===== src/rtl/fpsub_pipe.sv =====
// Three-stage FP32 subtractor: out = A + (-B), with truncating alignment and normalization.
// A valid/ready handshake on both sides; a stalled consumer freezes the whole pipe.
module fpsub_pipe (
    input  logic        clk,
    input  logic        reset,
    input  logic        in_valid,
    output logic        in_ready,
    input  logic [31:0] reg_A,
    input  logic [31:0] reg_B,
    output logic        out_valid,
    input  logic        out_ready,
    output logic [31:0] out
);

    logic        adv;

    logic        s1_v_q;
    logic [31:0] s1_a_q;
    logic [31:0] s1_b_q;

    logic        s2_v_q;
    logic        s2_sign_q;
    logic [7:0]  s2_exp_q;
    logic [24:0] s2_man_q;
    logic [31:0] s2_a_q;
    logic [31:0] s2_b_q;
    logic        s2_a_zero_q;
    logic        s2_b_zero_q;

    logic        out_valid_q;
    logic [31:0] out_q;

    logic        a_big;
    logic [31:0] op_l;
    logic [31:0] op_s;
    logic [7:0]  exp_diff;
    logic [24:0] man_l;
    logic [24:0] man_s;
    logic [24:0] man_s_sh;
    logic [24:0] s2_man_d;

    logic [4:0]  lz;
    logic        lz_found;
    logic [7:0]  exp_norm;
    logic [22:0] frac_norm;
    logic [31:0] out_d;

    assign adv       = !out_valid_q || out_ready;
    assign in_ready  = adv;
    assign out_valid = out_valid_q;
    assign out       = out_q;

    // Stage 1: capture A and the sign-flipped subtrahend.
    always_ff @(posedge clk or negedge reset) begin
        if (!reset) begin
            s1_v_q <= 1'b0;
            s1_a_q <= 32'h0;
            s1_b_q <= 32'h0;
        end else if (adv) begin
            s1_v_q <= in_valid;
            if (in_valid) begin
                s1_a_q <= reg_A;
                s1_b_q <= {~reg_B[31], reg_B[30:0]};
            end
        end
    end

    // Stage 2: magnitude compare (A wins ties), align the smaller operand, add or subtract.
    always_comb begin
        a_big    = s1_a_q[30:0] >= s1_b_q[30:0];
        op_l     = a_big ? s1_a_q : s1_b_q;
        op_s     = a_big ? s1_b_q : s1_a_q;
        exp_diff = op_l[30:23] - op_s[30:23];
        man_l    = {2'b01, op_l[22:0]};
        man_s    = {2'b01, op_s[22:0]};
        man_s_sh = (exp_diff >= 8'd25) ? 25'h0 : (man_s >> exp_diff);
        if (op_l[31] == op_s[31]) begin
            s2_man_d = man_l + man_s_sh;
        end else begin
            s2_man_d = man_l - man_s_sh;
        end
    end

    always_ff @(posedge clk or negedge reset) begin
        if (!reset) begin
            s2_v_q      <= 1'b0;
            s2_sign_q   <= 1'b0;
            s2_exp_q    <= 8'h0;
            s2_man_q    <= 25'h0;
            s2_a_q      <= 32'h0;
            s2_b_q      <= 32'h0;
            s2_a_zero_q <= 1'b0;
            s2_b_zero_q <= 1'b0;
        end else if (adv) begin
            s2_v_q <= s1_v_q;
            if (s1_v_q) begin
                s2_sign_q   <= op_l[31];
                s2_exp_q    <= op_l[30:23];
                s2_man_q    <= s2_man_d;
                s2_a_q      <= s1_a_q;
                s2_b_q      <= s1_b_q;
                s2_a_zero_q <= (s1_a_q == 32'h0);
                // B == 0 shows up here as 8000_0000 after the sign flip.
                s2_b_zero_q <= (s1_b_q == 32'h8000_0000);
            end
        end
    end

    // Stage 3: normalize, then apply the zero-operand overrides.
    always_comb begin
        lz       = 5'd0;
        lz_found = 1'b0;
        for (int i = 23; i >= 0; i--) begin
            if (!lz_found && s2_man_q[i]) begin
                lz       = 5'(23 - i);
                lz_found = 1'b1;
            end
        end

        if (s2_man_q[24]) begin
            exp_norm  = s2_exp_q + 8'd1;
            frac_norm = s2_man_q[23:1];
        end else begin
            exp_norm  = s2_exp_q - {3'b000, lz};
            frac_norm = s2_man_q[22:0] << lz;
        end

        if (s2_a_zero_q) begin
            out_d = s2_b_zero_q ? 32'h0 : s2_b_q;
        end else if (s2_b_zero_q) begin
            out_d = s2_a_q;
        end else if (s2_man_q == 25'h0) begin
            out_d = 32'h0;
        end else begin
            out_d = {s2_sign_q, exp_norm, frac_norm};
        end
    end

    always_ff @(posedge clk or negedge reset) begin
        if (!reset) begin
            out_valid_q <= 1'b0;
            out_q       <= 32'h0;
        end else if (adv) begin
            out_valid_q <= s2_v_q;
            if (s2_v_q) begin
                out_q <= out_d;
            end
        end
    end

endmodule


===== config.mk =====
export PLATFORM = sky130hd
export DESIGN_NAME = fpsub_pipe
export DESIGN_NICKNAME = d
export VERILOG_FILES = /design/src/rtl/fpsub_pipe.sv
export SDC_FILE = /design/constraint.sdc
export NUM_CORES = 1
export LEC_CHECK = 0
export ABC_AREA = 1
export BUFFER_PORTS_ARGS = -buffer_cell sky130_fd_sc_hd__clkbuf_2
export CAP_MARGIN = 20
export CORE_MARGIN = 2
export CORE_UTILIZATION = 40
export CTS_BUF_LIST = sky130_fd_sc_hd__clkbuf_16
export DETAILED_ROUTE_END_ITERATION = 8
export HOLD_SLACK_MARGIN = 0.15
export PLACE_DENSITY = 0.64
export RECOVER_POWER = 100
export SETUP_SLACK_MARGIN = 0.5
export SLEW_MARGIN = 20
export SYNTH_ARGS = -nofsm -noshare
export SYNTH_HDL_FRONTEND = slang
export SYNTH_SLANG_ARGS = --single-unit

===== constraint.sdc =====
create_clock -name clk -period 14.9 [get_ports clk]
set_input_delay 1.49 -clock clk [delete_from_list [all_inputs] [get_ports clk]]
set_output_delay 1.49 -clock clk [all_outputs]
set_load 0.05 [all_outputs]

==> results of run 1 <==
==> cell families (layout without fill, tap and decap cells) <==
kind of cell | after synthesis | in the layout | synth area share
fa+ha+maj | 66 | 66 | 0.05801
flops | 199 | 199 | 0.3436
mux | 16 | 16 | 0.01217
compound gates | 445 | 445 | 0.1693
xor+xnor | 48 | 48 | 0.03004
buf+inv | 314 | 361 | 0.08624
simple gates | 1011 | 1011 | 0.3007
==> path summary, 6_finish.rpt <==
kind / from / to / slack, ps / cells past startpoint
worst max-delay path: s1_b_q[29]$_DFFE_PN0P_ / s2_man_q[23]$_DFFE_PN0P_ / 3880 / 57
worst min-delay path: s2_b_q[26]$_DFFE_PN0P_ / s2_b_q[26]$_DFFE_PN0P_ / 480 / 2
worst max register to register: s1_b_q[29]$_DFFE_PN0P_ / s2_man_q[23]$_DFFE_PN0P_ / 3880 / 57
worst min register to register: s2_b_q[26]$_DFFE_PN0P_ / s2_b_q[26]$_DFFE_PN0P_ / 480 / 2
max in group asynchronous: reset / s2_b_q[30]$_DFFE_PN0P_ / 7820 / 2
min in group asynchronous: reset / s2_exp_q[5]$_DFFE_PN0P_ / 2080 / 1
==> synth_stat cells, types with 3 or more instances <==
library cell,instances
a211oi_1,3
a21oi_1,107
a31oi_1,36
buf_1,25
buf_2,12
buf_6,5
clkbuf_1,57
clkinv_1,5
dfrtp_1,199
ha_1,64
inv_1,199
inv_2,8
mux2_2,13
mux2i_1,3
nand2_1,556
nand2_2,19
nand2_4,3
nand3_1,179
nand3_2,11
nand4_1,16
nor2_1,175
nor2_2,9
nor3_1,16
nor4_1,13
o211ai_1,19
o21ai_0,224
o21ai_1,13
o21bai_1,3
o221ai_1,9
o22ai_1,12
o31ai_1,3
o32ai_1,5
xnor2_1,15
xor2_1,31
==> final cells by class <==
type / instances / area, um2
Tap cell: 461 / 576.8
Clock inverter: 15 / 203.9
Clock buffer: 17 / 425.4
Fill cell: 3722 / 19860
Multi-Input combinational cell: 1586 / 8255
Sequential cell: 199 / 4980
Timing Repair Buffer: 117 / 559.3
Inverter: 212 / 795.8
==> per-stage QoR <==
stage,hold slack (ps),area (um2),util,std cells
global placement,455.7,15280,0.4284,2575
floorplan,431.7,14490,-,2099
finish,478.7,15800,0.4430,2607
CTS,481.3,15910,0.4463,2607
detailed placement,460.5,15280,0.4286,2575
global route,498.6,15800,0.4430,2607
==> per-layer routing <==
metal	share of wire	vias to the layer above
met4	0.041	0
met3	0.070	83
met5	0	-
met2	0.42	555
met1	0.46	6732
li1	-	7049
==> critical path, delay by kind of cell, from the launching register on <==
family / cells / cell delay (ps)
simple gates: 47 / 8490
fa+ha+maj: 3 / 990
compound gates: 4 / 710
flops: 1 / 410
buf+inv: 3 / 220
==> registers in the layout, indices dropped and copies added, names as in the netlist <==
| signal | cells |
|---|---|
| out | 32 |
| out_valid | 1 |
| s1_a_q | 32 |
| s1_b_q | 32 |
| s1_v_q | 1 |
| s2_a_q | 32 |
| s2_a_zero_q | 1 |
| s2_b_q | 32 |
| s2_b_zero_q | 1 |
| s2_exp_q | 8 |
| s2_man_q | 25 |
| s2_sign_q | 1 |
| s2_v_q | 1 |
==> impl_metrics.tcl, run 1 <==
set metrics [dict create \
    antenna_cells 0 \
    hold_violations 0 \
    post-route-period-util 0.7393 \
    cp.arrival_ps 11350 \
    yosysTopAreaCell "dfrtp_1" \
    clk_pin_slew_worst_paths_ps 80 \
    synth_flop_cell "dfrtp_1" \
    crit_fanout 110 \
    synth_cells 2099 \
    track_usage 0.2765 \
    grt_first_pass_wirelength_um 80210 \
    synth_top_area_frac 0.3436 \
    die_width_um 194.4 \
    grt_overflow_total 0 \
    vias 14420 \
    drt-initial-drc-count 1455 \
    syn-cell-area_um2 14490 \
    design.core.area_um2 35660 \
    violations "DRC, capacitance limit, slew limit" \
    cts_setup_buffers 0 \
    io_pins 102 \
    synth.net_count 2233 \
    synth_area_leaders "dfrtp_1, nand2_1, o21ai_0, nand3_1, ha_1" \
    via_per_inst 5.531 \
    cts_sinks 199 \
    ys_ff_latch 199 \
    end_kind "flip-flop" \
    yosys_warnings 0 \
    timing.fmax_mhz 90.78 \
    slew_violations 594 \
    wirelength_um 51730 \
    min_path_type "reg2reg" \
    htree_num_levels 4 \
    root_buffer "clkbuf_16" \
    busiest_layer "met2" \
    grt_max_degree 111 \
    finalSetupViolCount 0 \
    start_util 0.4065 \
    layout_common_cells "nand2_1, o21ai_0, inv_1, dfrtp_1, nand3_1" \
    ant_nets 0 \
    clockBufferDepth 2 \
    nNetsFinal 2267 \
    syn2layout_area_growth_pct 8.987 \
    cts_resized 0 \
    worstPathRequired_ps 15240 \
    grtUsageMet1 0.3996 \
    cp_common_cell "nand2_1" \
    rsz0062_at_grt "no" \
    insertion_delay_ps 470 \
    cp_slowest_cell "nand2_1" \
    drive_gt1_frac 0.08248 \
    num_rows 69 \
    layout_setup_ws_ps 3884 \
    firstDrtPassIters 9 \
    status "finished with violations" \
    pre_cts_ws_ps 6124 \
    die_height_um 194.4 \
    mostFrequentLayoutCell "nand2_1" \
    fin_crit_ps 11020 \
    wl_per_cell_um 19.84 \
    drc 3 \
    avgSynthCellArea_um2 6.905 \
    critPathMaxStageDelay_ps 2380 \
    antenna_found_initial 0 \
    cts_buffers 17 \
    die_area_um2 37770 \
    path_class "reg2reg" \
    slew_headroom -1.664 \
    tightest_slew_ps 3997 \
    grt.met2_usage 0.4123 \
    synth_edf_count 0 \
    place_hpwl_um 40180 \
    critPathLaunchType "flip-flop" \
    finalClockSkew_ps 21.84 \
    ys_seq_area_frac 0.3436 \
    async_flop_share 1.000 \
    cap_violations 7 \
    grt_use_met3 0.04338 \
    cts_tree "yes" \
    fin_setup_tns_ps 0 \
    grt_pass1_vias 13540 \
    postCtsHoldBufs 0 \
    io_buffers 101 \
    routabilityCongestion 0.9805 \
    synth_cell_types 57 \
]
Power of run 1 is left out: the tool's default activity adds up to more than one toggle a clock period on the data nets, which glitch-free logic cannot reach.
==> run 2: changes to the inputs <==
--- a/config.mk
+++ b/config.mk
@@ -13,7 +13,7 @@
 export CTS_BUF_LIST = sky130_fd_sc_hd__clkbuf_16
 export DETAILED_ROUTE_END_ITERATION = 8
 export HOLD_SLACK_MARGIN = 0.15
-export PLACE_DENSITY = 0.64
+export PLACE_DENSITY = 0.66
 export RECOVER_POWER = 100
 export SETUP_SLACK_MARGIN = 0.5
 export SLEW_MARGIN = 20
==> constraint.sdc (replaced) <==
create_clock -name clk -period 9.1 [get_ports clk]
set_input_delay 0.91 -clock clk [delete_from_list [all_inputs] [get_ports clk]]
set_output_delay 0.91 -clock clk [all_outputs]
set_load 0.05 [all_outputs]
==> run 2 against run 1 <==
Against the previous run:
- register-to-register slack got worse by 2700 ps
- the flow still finishes with violations (DRC, capacitance limit, slew limit)
- die area did not move
- utilization rose by 0.088 points
- global-route usage fell by 0.45 points
- worst hold slack improved by 3.5 ps
- count of clock-buffer cells in the layout did not move
- sequential share of layout area fell by 0.062 points
- routed wire length fell by 0.92%
==> impl_metrics.tcl, run 2 (synthesis results as in run 1) <==
set metrics [dict create \
    critPathMaxStageDelay_ps 500 \
    io_pins 102 \
    r2r-end "s2_man_q[21]$_DFFE_PN0P_" \
    start_util 0.4065 \
    fin_crit_ps 7959 \
    num_rows 69 \
    hold_start "s2_b_q[28]$_DFFE_PN0P_" \
    fin_setup_tns_ps 0 \
    firstDrtPassIters 9 \
    via_per_inst 5.523 \
    min_path_type "reg2reg" \
    grt_first_pass_wirelength_um 79370 \
    cp_slowest_cell "dfrtp_1" \
    drc 6 \
    layout_setup_ws_ps 1141 \
    critPathLaunchType "flip-flop" \
    cts_tree "yes" \
    clockBufferDepth 2 \
    cts_sinks 199 \
    die_height_um 194.4 \
    nNetsFinal 2278 \
    postCtsHoldBufs 0 \
    root_buffer "clkbuf_16" \
    hold_violations 0 \
    io_buffers 101 \
    routabilityCongestion 1.001 \
    grt_max_degree 95 \
    tightest_slew_ps 4593 \
    end_kind "flip-flop" \
    vias 14450 \
    path_class "reg2reg" \
    rsz0062_at_grt "no" \
    cts_buffers 17 \
    syn2layout_area_growth_pct 9.202 \
    status "finished with violations" \
    wirelength_um 51260 \
    finalClockSkew_ps 22.79 \
    design.core.area_um2 35660 \
    antenna_found_initial 0 \
    cap_violations 6 \
    die_area_um2 37770 \
    post-route-period-util 0.8747 \
    hold_path_end "s2_b_q[28]$_DFFE_PN0P_" \
    grt_pass1_vias 13470 \
    htree_num_levels 4 \
    pre_cts_ws_ps 1198 \
    mostFrequentLayoutCell "nand2_1" \
    worst-r2r-setup-slack_ps 1140 \
    drt-initial-drc-count 1664 \
    place_hpwl_um 39670 \
    worstPathRequired_ps 9290 \
    r2r_start "s1_a_q[14]$_DFFE_PN0P_" \
    slew_headroom -2.062 \
    antenna_cells 0 \
    die_width_um 194.4 \
    cp.arrival_ps 8150 \
    ant_nets 0 \
    crit_fanout 21 \
    layout_common_cells "nand2_1, o21ai_0, inv_1, dfrtp_1, nand3_1" \
    wl_per_cell_um 19.59 \
    grt_overflow_total 0 \
    clk_pin_slew_worst_paths_ps 80 \
    violations "DRC, capacitance limit, slew limit" \
    cp_common_cell "nand2_1" \
    track_usage 0.2720 \
    finalSetupViolCount 0 \
    slew_violations 453 \
    rr_worst_depth 53 \
    timing.fmax_mhz 125.6 \
    insertion_delay_ps 460 \
    worstHoldPathCells 2 \
    drive_gt1_frac 0.08859 \
]
[run 2: cell count changes in the layout (fill, tap and decap cells not counted), sizes merged]
cell,before,now
buf,10,20
bufinv,1,0
clkbuf,124,123
clkinv,13,15
clkinvlp,2,0
nor2,187,189
[run 2: worst max-delay path, delay by kind of cell, from the launching register on]
family / cells / cell delay [ps]
AOI/OAI and AO/OA: 7 / 1110
xor gates and xnor gates: 1 / 210
adders and majority gates: 3 / 910
buffers and inverters: 3 / 220
DFF: 1 / 500
and+or+nand+nor: 39 / 4710
[run 2: metrics by stage]
stage / utilization / hold slack (ps) / cell area (um2) / instances
global placement: 0.4303 / 460.4 / 15340 / 2584
global route: 0.4439 / 503.8 / 15830 / 2617
finish: 0.4439 / 482.2 / 15830 / 2617
detailed placement: 0.4303 / 465.5 / 15340 / 2584
floorplan: - / 431.7 / 14490 / 2099
CTS: 0.4462 / 484.3 / 15910 / 2615
[run 2: final cells by class]
type	instances	area, um2
Fill cell	3736	19830
Clock buffer	17	425.4
Multi-Input combinational cell	1588	8279
Sequential cell	199	4980
Tap cell	461	576.8
Inverter	212	795.8
Timing Repair Buffer	126	630.6
Clock inverter	14	140.1
[run 2: repair_timing]
item,4_1_cts,5_1_grt
setup endpoints to repair,0,4
gates resized for setup,0,2
buffers inserted,0,0
[run 2: worst max-delay path by stage]
stage | startpoint | endpoint | slack [ps]
after detailed placement | s1_a_q[23]$_DFFE_PN0P_ | s2_man_q[23]$_DFFE_PN0P_ | 1200
after global placement | s1_b_q[23]$_DFFE_PN0P_ | s2_man_q[23]$_DFFE_PN0P_ | 1300
after floorplan | s1_a_q[23]$_DFFE_PN0P_ | s2_man_q[23]$_DFFE_PN0P_ | 2570
after global routing | s1_b_q[12]$_DFFE_PN0P_ | s2_man_q[23]$_DFFE_PN0P_ | 280
after CTS | s1_a_q[23]$_DFFE_PN0P_ | s2_man_q[23]$_DFFE_PN0P_ | 1190
final | s1_a_q[14]$_DFFE_PN0P_ | s2_man_q[21]$_DFFE_PN0P_ | 1140
[run 2: routing by layer]
layer  GRT usage  wire length (um)
met1      0.3968             24070
met2      0.4135             22010
met3     0.03713              3565
met4     0.09259              1612
met5           0                 0
Power of run 2 is left out for the same reason.
